`config.mk`:
```
export PLATFORM = sky130hd
export DESIGN_NAME = stereo_stream_tx
export DESIGN_NICKNAME = d
export VERILOG_FILES = /design/src/rtl/stereo_stream_pkg.sv /design/src/rtl/stereo_pattern_gen.sv /design/src/rtl/stereo_stream_tx.sv
export SDC_FILE = /design/constraint.sdc
export NUM_CORES = 1
export LEC_CHECK = 0
export CAP_MARGIN = 20
export CORE_MARGIN = 2
export CORE_UTILIZATION = 50
export CTS_CLUSTER_SIZE = 14
export DETAILED_ROUTE_END_ITERATION = 8
export GPL_ROUTABILITY_DRIVEN = 1
export GPL_TIMING_DRIVEN = 0
export PLACE_DENSITY = 0.71
export SLEW_MARGIN = 20
export SYNTH_ARGS = -nofsm -noshare
export SYNTH_HDL_FRONTEND = slang
export SYNTH_HIERARCHICAL = 1
export SYNTH_SLANG_ARGS = --single-unit
```
`constraint.sdc`:
```
create_clock -name pixel_clock -period 3.1 [get_ports pixel_clock]
set_input_delay 0.465 -clock pixel_clock [delete_from_list [all_inputs] [get_ports pixel_clock]]
set_output_delay 0.465 -clock pixel_clock [all_outputs]
set_load 0.005 [all_outputs]
```
`src/rtl/stereo_stream_pkg.sv`:
```
// rtl/stereo_stream_pkg.sv - shared geometry constants, FSM state and pattern encodings
package stereo_stream_pkg;

    localparam int HALF_WIDTH   = 640;
    localparam int LINE_PIXELS  = 1280;
    localparam int ACTIVE_LINES = 480;

    typedef enum logic [1:0] {
        ST_IDLE   = 2'd0,
        ST_VBLANK = 2'd1,
        ST_HBLANK = 2'd2,
        ST_ACTIVE = 2'd3
    } state_t;

    typedef enum logic [1:0] {
        PAT_RAMP = 2'b00,
        PAT_BARS = 2'b01,
        PAT_EXT  = 2'b10,
        PAT_GREY = 2'b11
    } pattern_t;

endpackage

```
`src/rtl/stereo_pattern_gen.sv`:
```
// rtl/stereo_pattern_gen.sv - pixel value for a given line position and pattern mode
module stereo_pattern_gen
    import stereo_stream_pkg::*;
#(
    parameter int DISPARITY = 8
) (
    input  logic [10:0] pix_cnt,  // position in the 1280-pixel line (left half, then right)
    input  pattern_t    mode,     // frame pattern, held for the whole frame
    input  logic [7:0]  pix_in,   // external pixel, passed through in PAT_EXT
    output logic [7:0]  pixel     // value to present when this position goes out
);

    logic       half;
    logic [9:0] x;
    logic [10:0] shifted;
    logic [9:0] c;
    logic       unused_c_bits;

    always_comb begin
        half    = (pix_cnt >= 11'(HALF_WIDTH));
        x       = half ? 10'(pix_cnt - 11'(HALF_WIDTH)) : pix_cnt[9:0];
        // DISPARITY is at most 63, so a single conditional subtract implements mod 640.
        shifted = {1'b0, x} + 11'(DISPARITY);
        if (half) begin
            c = (shifted >= 11'(HALF_WIDTH)) ? 10'(shifted - 11'(HALF_WIDTH)) : shifted[9:0];
        end else begin
            c = x;
        end
        unused_c_bits = ^{c[9:5], c[3:0]};

        pixel = 8'h00;
        case (mode)
            PAT_RAMP: pixel = x[7:0];
            PAT_BARS: pixel = c[4] ? 8'hE0 : 8'h20;
            PAT_EXT:  pixel = pix_in;
            PAT_GREY: pixel = 8'h80;
        endcase
    end

endmodule

```
`src/rtl/stereo_stream_tx.sv`:
```
// rtl/stereo_stream_tx.sv - stereo frame/line timing generator with registered video outputs
module stereo_stream_tx
    import stereo_stream_pkg::*;
#(
    parameter int H_BLANK     = 16,
    parameter int V_BLANK     = 64,
    parameter int DISPARITY   = 8,
    parameter int FRAME_LINES = ACTIVE_LINES
) (
    input  logic       pixel_clock,  // single rising-edge clock
    input  logic       reset,        // synchronous, active-high
    input  logic       enable,       // stream enable, seen only in IDLE and at end of frame
    input  logic [1:0] pattern_sel,  // 00 ramp, 01 stereo bars, 10 external, 11 flat grey
    input  logic [7:0] pix_in,       // external pixel, captured in the pix_req cycle
    output logic       pix_req,      // external pixel request, one cycle ahead of line_valid
    output logic       frame_valid,  // high across the active frame
    output logic       line_valid,   // high for 1280 cycles per line
    output logic [7:0] pixel_data,   // pixel value, zero outside line_valid
    output logic       frame_done,   // one-cycle pulse on the first frame_valid-low cycle
    output logic [7:0] frame_count   // completed frames, wraps at 255
);

    localparam logic [15:0] V_LAST    = 16'(V_BLANK - 1);
    localparam logic [15:0] H_LAST    = 16'(H_BLANK - 1);
    localparam logic [10:0] PIX_LAST  = 11'(LINE_PIXELS - 1);
    localparam logic [8:0]  LINE_LAST = 9'(FRAME_LINES - 1);

    state_t      state, state_nxt;
    pattern_t    mode, mode_nxt;
    logic [15:0] blank_cnt, blank_cnt_nxt;
    logic [10:0] pix_cnt, pix_cnt_nxt;
    logic [8:0]  line_cnt, line_cnt_nxt;
    logic        end_of_frame;
    logic [7:0]  pixel_nxt;

    // Outputs are registered from the next-state view so they line up with the state register.
    stereo_pattern_gen #(
        .DISPARITY(DISPARITY)
    ) u_pattern_gen (
        .pix_cnt(pix_cnt_nxt),
        .mode   (mode),
        .pix_in (pix_in),
        .pixel  (pixel_nxt)
    );

    always_ff @(posedge pixel_clock) begin
        if (reset) begin
            state       <= ST_IDLE;
            mode        <= PAT_RAMP;
            blank_cnt   <= '0;
            pix_cnt     <= '0;
            line_cnt    <= '0;
            frame_valid <= 1'b0;
            line_valid  <= 1'b0;
            pixel_data  <= 8'h00;
            frame_done  <= 1'b0;
            frame_count <= 8'h00;
        end else begin
            state       <= state_nxt;
            mode        <= mode_nxt;
            blank_cnt   <= blank_cnt_nxt;
            pix_cnt     <= pix_cnt_nxt;
            line_cnt    <= line_cnt_nxt;
            frame_valid <= (state_nxt == ST_HBLANK) || (state_nxt == ST_ACTIVE);
            line_valid  <= (state_nxt == ST_ACTIVE);
            pixel_data  <= (state_nxt == ST_ACTIVE) ? pixel_nxt : 8'h00;
            frame_done  <= end_of_frame;
            if (end_of_frame) begin
                frame_count <= frame_count + 8'd1;
            end
        end
    end

    always_comb begin
        state_nxt     = state;
        mode_nxt      = mode;
        blank_cnt_nxt = blank_cnt;
        pix_cnt_nxt   = pix_cnt;
        line_cnt_nxt  = line_cnt;
        end_of_frame  = 1'b0;
        pix_req       = 1'b0;

        case (state)
            ST_IDLE: begin
                if (enable) begin
                    state_nxt     = ST_VBLANK;
                    blank_cnt_nxt = '0;
                end
            end
            ST_VBLANK: begin
                // Resampled every blanking cycle; the value seen on the last one rules the frame.
                mode_nxt = pattern_t'(pattern_sel);
                if (blank_cnt == V_LAST) begin
                    state_nxt     = ST_HBLANK;
                    blank_cnt_nxt = '0;
                    line_cnt_nxt  = '0;
                end else begin
                    blank_cnt_nxt = blank_cnt + 16'd1;
                end
            end
            ST_HBLANK: begin
                if (blank_cnt == H_LAST) begin
                    state_nxt   = ST_ACTIVE;
                    pix_cnt_nxt = '0;
                    pix_req     = (mode == PAT_EXT);
                end else begin
                    blank_cnt_nxt = blank_cnt + 16'd1;
                end
            end
            ST_ACTIVE: begin
                if (pix_cnt == PIX_LAST) begin
                    blank_cnt_nxt = '0;
                    if (line_cnt == LINE_LAST) begin
                        end_of_frame = 1'b1;
                        state_nxt    = enable ? ST_VBLANK : ST_IDLE;
                    end else begin
                        line_cnt_nxt = line_cnt + 9'd1;
                        state_nxt    = ST_HBLANK;
                    end
                end else begin
                    pix_cnt_nxt = pix_cnt + 11'd1;
                    pix_req     = (mode == PAT_EXT);
                end
            end
        endcase
    end

endmodule

```
==> flow_metrics.tcl, run 1 <==
set metrics [dict create \
    status "finished clean" \
    antenna_cells 0 \
    cts_buffer_depth 2 \
    fin_worst_skew_ns 0.00829 \
    insertion_delay_ns 0.36 \
    hp-start "line_cnt[4]$_SDFFE_PP0P_" \
    yosysMostFrequentCell "dfxtp_1" \
    hp-class "register to register" \
    core_area_um2 6350 \
    final_nets 453 \
    grt_start_max_net_pins 13 \
    die_h_um 84.8 \
    timing.critical_path.from "state[0]$_SDFF_PP0_" \
    rr_startpoint "state[0]$_SDFF_PP0_" \
    synth.top_cell.area_share_pct 36.2 \
    rows 29 \
    antenna_found_initial 0 \
    wl_mm 7.82 \
    tightest_slew_ns 0.663 \
    final_cells 512 \
    grt_pass1_vias 2773 \
    overflow 0 \
    setup_viol 0 \
    slew_headroom_pct 55.7 \
    period_needed_ns 2.96 \
    via_per_inst 5.92 \
    cts-root-buf "clkbuf_8" \
    syn-cell-area_um2 3260 \
    synthCells 388 \
    synth_area_per_cell_um2 8.41 \
    cts.sinks 59 \
    synthArstFlopShare_pct 0 \
    critPathCaptureType "primary output" \
    dieArea_um2 7190 \
    firstDrtPassIters 4 \
    synth_ff_type "dfxtp_1" \
    ys_top_cells_by_count "59 x dfxtp_1, 33 x a21oi_1, 33 x nor2_1" \
    cts_buffers 9 \
    synth_top_area_cell "dfxtp_1" \
    cp.arrival_ns 2.50 \
    path_clk_slew_ns 0.07 \
    vias 3033 \
    synth_edf_count 0 \
    peakVddDrop_mv 0.378 \
    report.final.slew_viol_count 0 \
    drc 0 \
    path_class "register to primary output" \
    initialDrtViolationCount 137 \
    max_freq_mhz 338 \
    hpwl_mm 5.58 \
    finalHoldViolations 0 \
    period_share_pct 95.5 \
    critPathMaxFanout 6 \
    rsz0062_at_grt "false" \
    worstSetupStartpointType "register" \
    synth.area.top_cells "dfxtp_1 36%, a21oi_1 5.1%, ha_1 3.8%" \
    place_inst 497 \
    synth.distinct_cells 62 \
    gp_congestion 0.815 \
    area_delta_synth_final_pct 19.4 \
    total_power_w 0.00227 \
    cap_viol_max_count 0 \
    synth_nets 411 \
    initial_core_util_pct 51.4 \
    finalInstanceArea_um2 3900 \
    wl_per_cell_um 15.3 \
    io_pins 33 \
    power_per_cell_area_nw_per_um2 584 \
    cts_hold_buf 0 \
    ys_ff_latch 59 \
    grt_util_all_layers_pct 22.6 \
    placed_area_um2 3680 \
    yosysSeqAreaShare_pct 36.2 \
    grt_pass1_wl_mm 13.0 \
    htree_levels 3 \
    power_leakage_nw 1.32 \
    tritoncts "yes" \
    worstPathRequired_ns 2.63 \
    drive_above_1_share_pct 10.6 \
    post-cts-setup-buffer-count 0 \
    die_w_um 84.8 \
    ant_nets 0 \
    portBuffers 32 \
    synth_warnings 6 \
    fillers 556 \
]
==> per-stage QoR <==
stage	worst slack, ns	hold WS, ns	util (%)	setup TNS, ns
3_3_place_gp	-0.0749	0.460	58.0	-0.143
6_report	0.139	0.480	61.4	0
3_5_place_dp	-0.0433	0.472	58.0	-0.0826
5_1_grt	0.0173	0.525	61.4	0
2_1_floorplan	0.398	0.448	-	0
4_1_cts	0.111	0.482	61.1	0
==> power breakdown <==
group          total [W]  leakage [nW]  switching, W  internal, W
sequential      0.000848         0.476     0.0000401     0.000808
combinational   0.000698         0.747      0.000445     0.000253
clock           0.000728        0.0998      0.000353     0.000376
total            0.00227          1.32      0.000837      0.00144
==> state kept, by name (all words and copies together) (netlist names) <==
| register | flops |
|---|---|
| frame_valid | 1 |
| frame_count | 8 |
| pixel_data | 8 |
| state | 2 |
| blank_cnt | 16 |
| pix_cnt | 11 |
| line_cnt | 9 |
| frame_done | 1 |
| line_valid | 1 |
| mode | 2 |
==> layout by cell type, fill, tap and decap left out, drive strengths merged, types with 4 or more instances in the layout <==
cell,n
nand4,8
and3,6
or3,11
clkinv,4
a21oi,34
o21ai,22
inv,23
mux2i,10
o211ai,4
nand2,30
clkbuf,14
or4,15
o31ai,9
nor3,16
clkdlybuf4s50,32
ha,10
nor4,6
xor2,7
dfxtp,59
nor2,34
nor2b,7
a31oi,6
xnor2,5
nand3,19
buf,9
==> repair_timing <==
item	in CTS	in global routing
resized for setup	2	4
endpoints found under the hold margin	0	0
endpoints found under the setup margin	3	3
==> critical path, stage by stage (launching register included) <==
cell and delay, ns:
dfxtp_1 0.35, inv_2 0.12, ha_2 0.20, inv_1 0.08, or4_4 0.55, o21ai_1 0.15
and3b_1 0.19, clkdlybuf4s50_1 0.51
==> final timing paths <==
check,to,slack [ns],cells after the start
setup / recovery,pix_req,0.14,7
hold / removal,line_cnt[4]$_SDFFE_PP0P_,0.48,2
setup reg to reg,pixel_data[7]$_SDFF_PP0_,0.24,13
hold reg to reg,line_cnt[4]$_SDFFE_PP0P_,0.48,2
==> layer usage <==
metal / GRT usage, % / share of wire (%) / wire [um]
met5: 0 / 0 / 0
met4: 10.5 / 2.5 / 195
met3: 6.49 / 4.4 / 346
met2: 37.4 / 49 / 3820
met1: 27.2 / 44 / 3460
==> kinds of logic (layout without fill, tap and decap cells) <==
family,count (synthesis),in the layout,synth area share (%)
adders and majority gates,10,10,3.83
AOI/OAI and AO/OA,92,92,18.6
and+or+nand+nor,168,168,29.9
muxes,10,10,3.07
buffers and inverters,37,84,5.25
xor gates and xnor gates,12,12,3.22
DFF,59,59,36.2
==> layout make-up <==
cell class | instances | area [um2] | share of cell area [%]
plain buffers | 14 | 85.1 | 2.18
clock inverters | 7 | 77.6 | 1.99
clock buffers | 9 | 124 | 3.18
multi-input cells | 292 | 1930 | 49.5
well taps | 77 | 96.3 | 2.47
repair buffers | 32 | 320 | 8.22
flip-flops and latches | 59 | 1180 | 30.3
inverters | 22 | 82.6 | 2.12
Power figures use the tool's default switching activity.
==> run 2: changes to the inputs <==
--- a/config.mk
+++ b/config.mk
@@ -7,12 +7,12 @@
 export LEC_CHECK = 0
 export CAP_MARGIN = 20
 export CORE_MARGIN = 2
-export CORE_UTILIZATION = 50
+export CORE_UTILIZATION = 47
 export CTS_CLUSTER_SIZE = 14
 export DETAILED_ROUTE_END_ITERATION = 8
 export GPL_ROUTABILITY_DRIVEN = 1
 export GPL_TIMING_DRIVEN = 0
-export PLACE_DENSITY = 0.71
+export PLACE_DENSITY = 0.68
 export SLEW_MARGIN = 20
 export SYNTH_ARGS = -nofsm -noshare
 export SYNTH_HDL_FRONTEND = slang
==> constraint.sdc (replaced) <==
create_clock -name pixel_clock -period 3.1 [get_ports pixel_clock]
set_input_delay 0.465 -clock pixel_clock [delete_from_list [all_inputs] [get_ports pixel_clock]]
set_output_delay 0.465 -clock pixel_clock [all_outputs]
set_load 0.05 [all_outputs]
==> run 2 against run 1 <==
Via count fell by 0.53%. Routed wire length rose by 0.36%. Global-route usage fell by 0.48 points. Non-clock buffer count did not move. Critical path type is now register to register. Largest power group unchanged. Core utilization fell by 3.4 points. Sequential share of layout area fell by 0.15 points.
==> flow_metrics.tcl, run 2 (synthesis results as in run 1) <==
set metrics [dict create \
    period_needed_ns 2.87 \
    grt_util_all_layers_pct 22.2 \
    critPathCaptureType "register" \
    wl_mm 7.85 \
    setup_viol 0 \
    io_pins 33 \
    critPathMaxFanout 8 \
    hold_ws_ns 0.485 \
    fin_worst_skew_ns 0.00605 \
    cts.sinks 59 \
    cts_buffers 9 \
    via_per_inst 5.86 \
    final_cells 515 \
    die_w_um 87.3 \
    rsz0062_at_grt "false" \
    cts_hold_buf 0 \
    worstPathRequired_ns 3.37 \
    worstSetupStartpointType "register" \
    reg_top3 "blank_cnt (16), pix_cnt (11), line_cnt (9)" \
    antenna_found_initial 0 \
    path_class "register to register" \
    portBuffers 32 \
    report.final.slew_viol_count 0 \
    rows 30 \
    grt_pass1_vias 2855 \
    post-cts-setup-buffer-count 0 \
    area_delta_synth_final_pct 20.0 \
    slew_headroom_pct 57.1 \
    final_cell_mix "59 x dfxtp_1, 33 x nor2_1, 33 x a21oi_1" \
    cap_viol_max_count 0 \
    overflow 0 \
    period_share_pct 92.6 \
    drive_above_1_share_pct 10.6 \
    tritoncts "yes" \
    utilization_pct 58.0 \
    initial_core_util_pct 48.3 \
    finalHoldViolations 0 \
    final_common_cell "dfxtp_1" \
    firstDrtPassIters 5 \
    power_per_cell_area_nw_per_um2 614 \
    cts-root-buf "clkbuf_8" \
    final_nets 453 \
    largest_register_ffs 16 \
    vias 3017 \
    path_clk_slew_ns 0.08 \
    cts_resized 4 \
    drc 0 \
    tightest_slew_ns 0.641 \
    initialDrtViolationCount 172 \
    cts_buffer_depth 2 \
    htree_levels 3 \
    max_freq_mhz 348 \
    wl_per_cell_um 15.2 \
    hpwl_mm 5.54 \
    power_leakage_nw 1.33 \
    insertion_delay_ns 0.35 \
    die_h_um 87.3 \
    grt_pass1_wl_mm 13.3 \
    ant_nets 0 \
    antenna_cells 0 \
    peakVddDrop_mv 0.310 \
    place_inst 500 \
    core_area_um2 6760 \
    status "finished clean" \
    dieArea_um2 7630 \
    regMostFlops "blank_cnt" \
    cp.arrival_ns 3.14 \
    hp-class "register to register" \
    gp_congestion 0.844 \
    grt_start_max_net_pins 13 \
]
[run 2: through the flow]
| stage | setup slack, ns | setup TNS (ns) | total power, W | instance area (um2) |
|---|---|---|---|---|
| finish | 0.229 | 0 | 0.00240 | 3920 |
| detailed placement | -0.0684 | -0.118 | 0.00160 | 3680 |
| floorplan | 0.398 | 0 | 0.00141 | 3260 |
| global placement | -0.109 | -0.231 | 0.00159 | 3680 |
| CTS | 0.00249 | 0 | 0.00242 | 3920 |
| global route | 0.0446 | 0 | 0.00255 | 3920 |
[run 2: routing by layer]
| metal | part of all wire, % | vias up | track usage, % |
|---|---|---|---|
| li1 | - | 1507 | - |
| met1 | 44 | 1414 | 27.6 |
| met2 | 48 | 82 | 36.1 |
| met3 | 5.2 | 14 | 5.12 |
| met4 | 2.3 | 0 | 10.5 |
| met5 | 0 | - | 0 |
[run 2: area by class of cell]
| class | count | area (um2) |
|---|---|---|
| buffer | 14 | 85.1 |
| fill | 631 | 2840 |
| sequential | 59 | 1180 |
| inverter | 22 | 82.6 |
| multi-input combinational | 292 | 1930 |
| clock inverter | 7 | 101 |
| tap | 80 | 100 |
| clock buffer | 9 | 124 |
| timing repair buffer | 32 | 315 |
[run 2: where the power goes]
| part | switching, W | leakage (nW) | internal, W |
|---|---|---|---|
| Combinational | 0.000496 | 0.750 | 0.000252 |
| Sequential | 0.0000404 | 0.476 | 0.000808 |
| Clock | 0.000350 | 0.106 | 0.000457 |
| Total | 0.000886 | 1.33 | 0.00152 |
[run 2: worst paths after layout]
path | startpoint | to | slack, ns | depth (start not counted)
hold / removal | line_cnt[7]$_SDFFE_PP0P_ | line_cnt[7]$_SDFFE_PP0P_ | 0.49 | 2
hold reg to reg | line_cnt[7]$_SDFFE_PP0P_ | line_cnt[7]$_SDFFE_PP0P_ | 0.49 | 2
setup reg to reg | state[0]$_SDFF_PP0_ | pixel_data[7]$_SDFF_PP0_ | 0.23 | 13
setup / recovery | state[0]$_SDFF_PP0_ | pixel_data[7]$_SDFF_PP0_ | 0.23 | 13
[run 2: worst max-delay path, stage by stage, from the launching register on]
cell and delay, ns:
dfxtp_1 0.35, inv_2 0.12, ha_1 0.21, inv_1 0.10
or4_4 0.55, a2bb2oi_2 0.22, o21ai_0 0.25, nand2_1 0.16
o21a_1 0.14, o21ai_2 0.13, xor2_1 0.10, a32oi_1 0.22
inv_1 0.06, nor3_1 0.19
==> run 3: changes to the inputs <==
--- a/config.mk
+++ b/config.mk
@@ -18,3 +18,4 @@
 export SYNTH_HDL_FRONTEND = slang
 export SYNTH_HIERARCHICAL = 1
 export SYNTH_SLANG_ARGS = --single-unit
+export TNS_END_PERCENT = 1
==> results of run 3 <==
Final layout, timing and power as in run 2 (identical DEF).
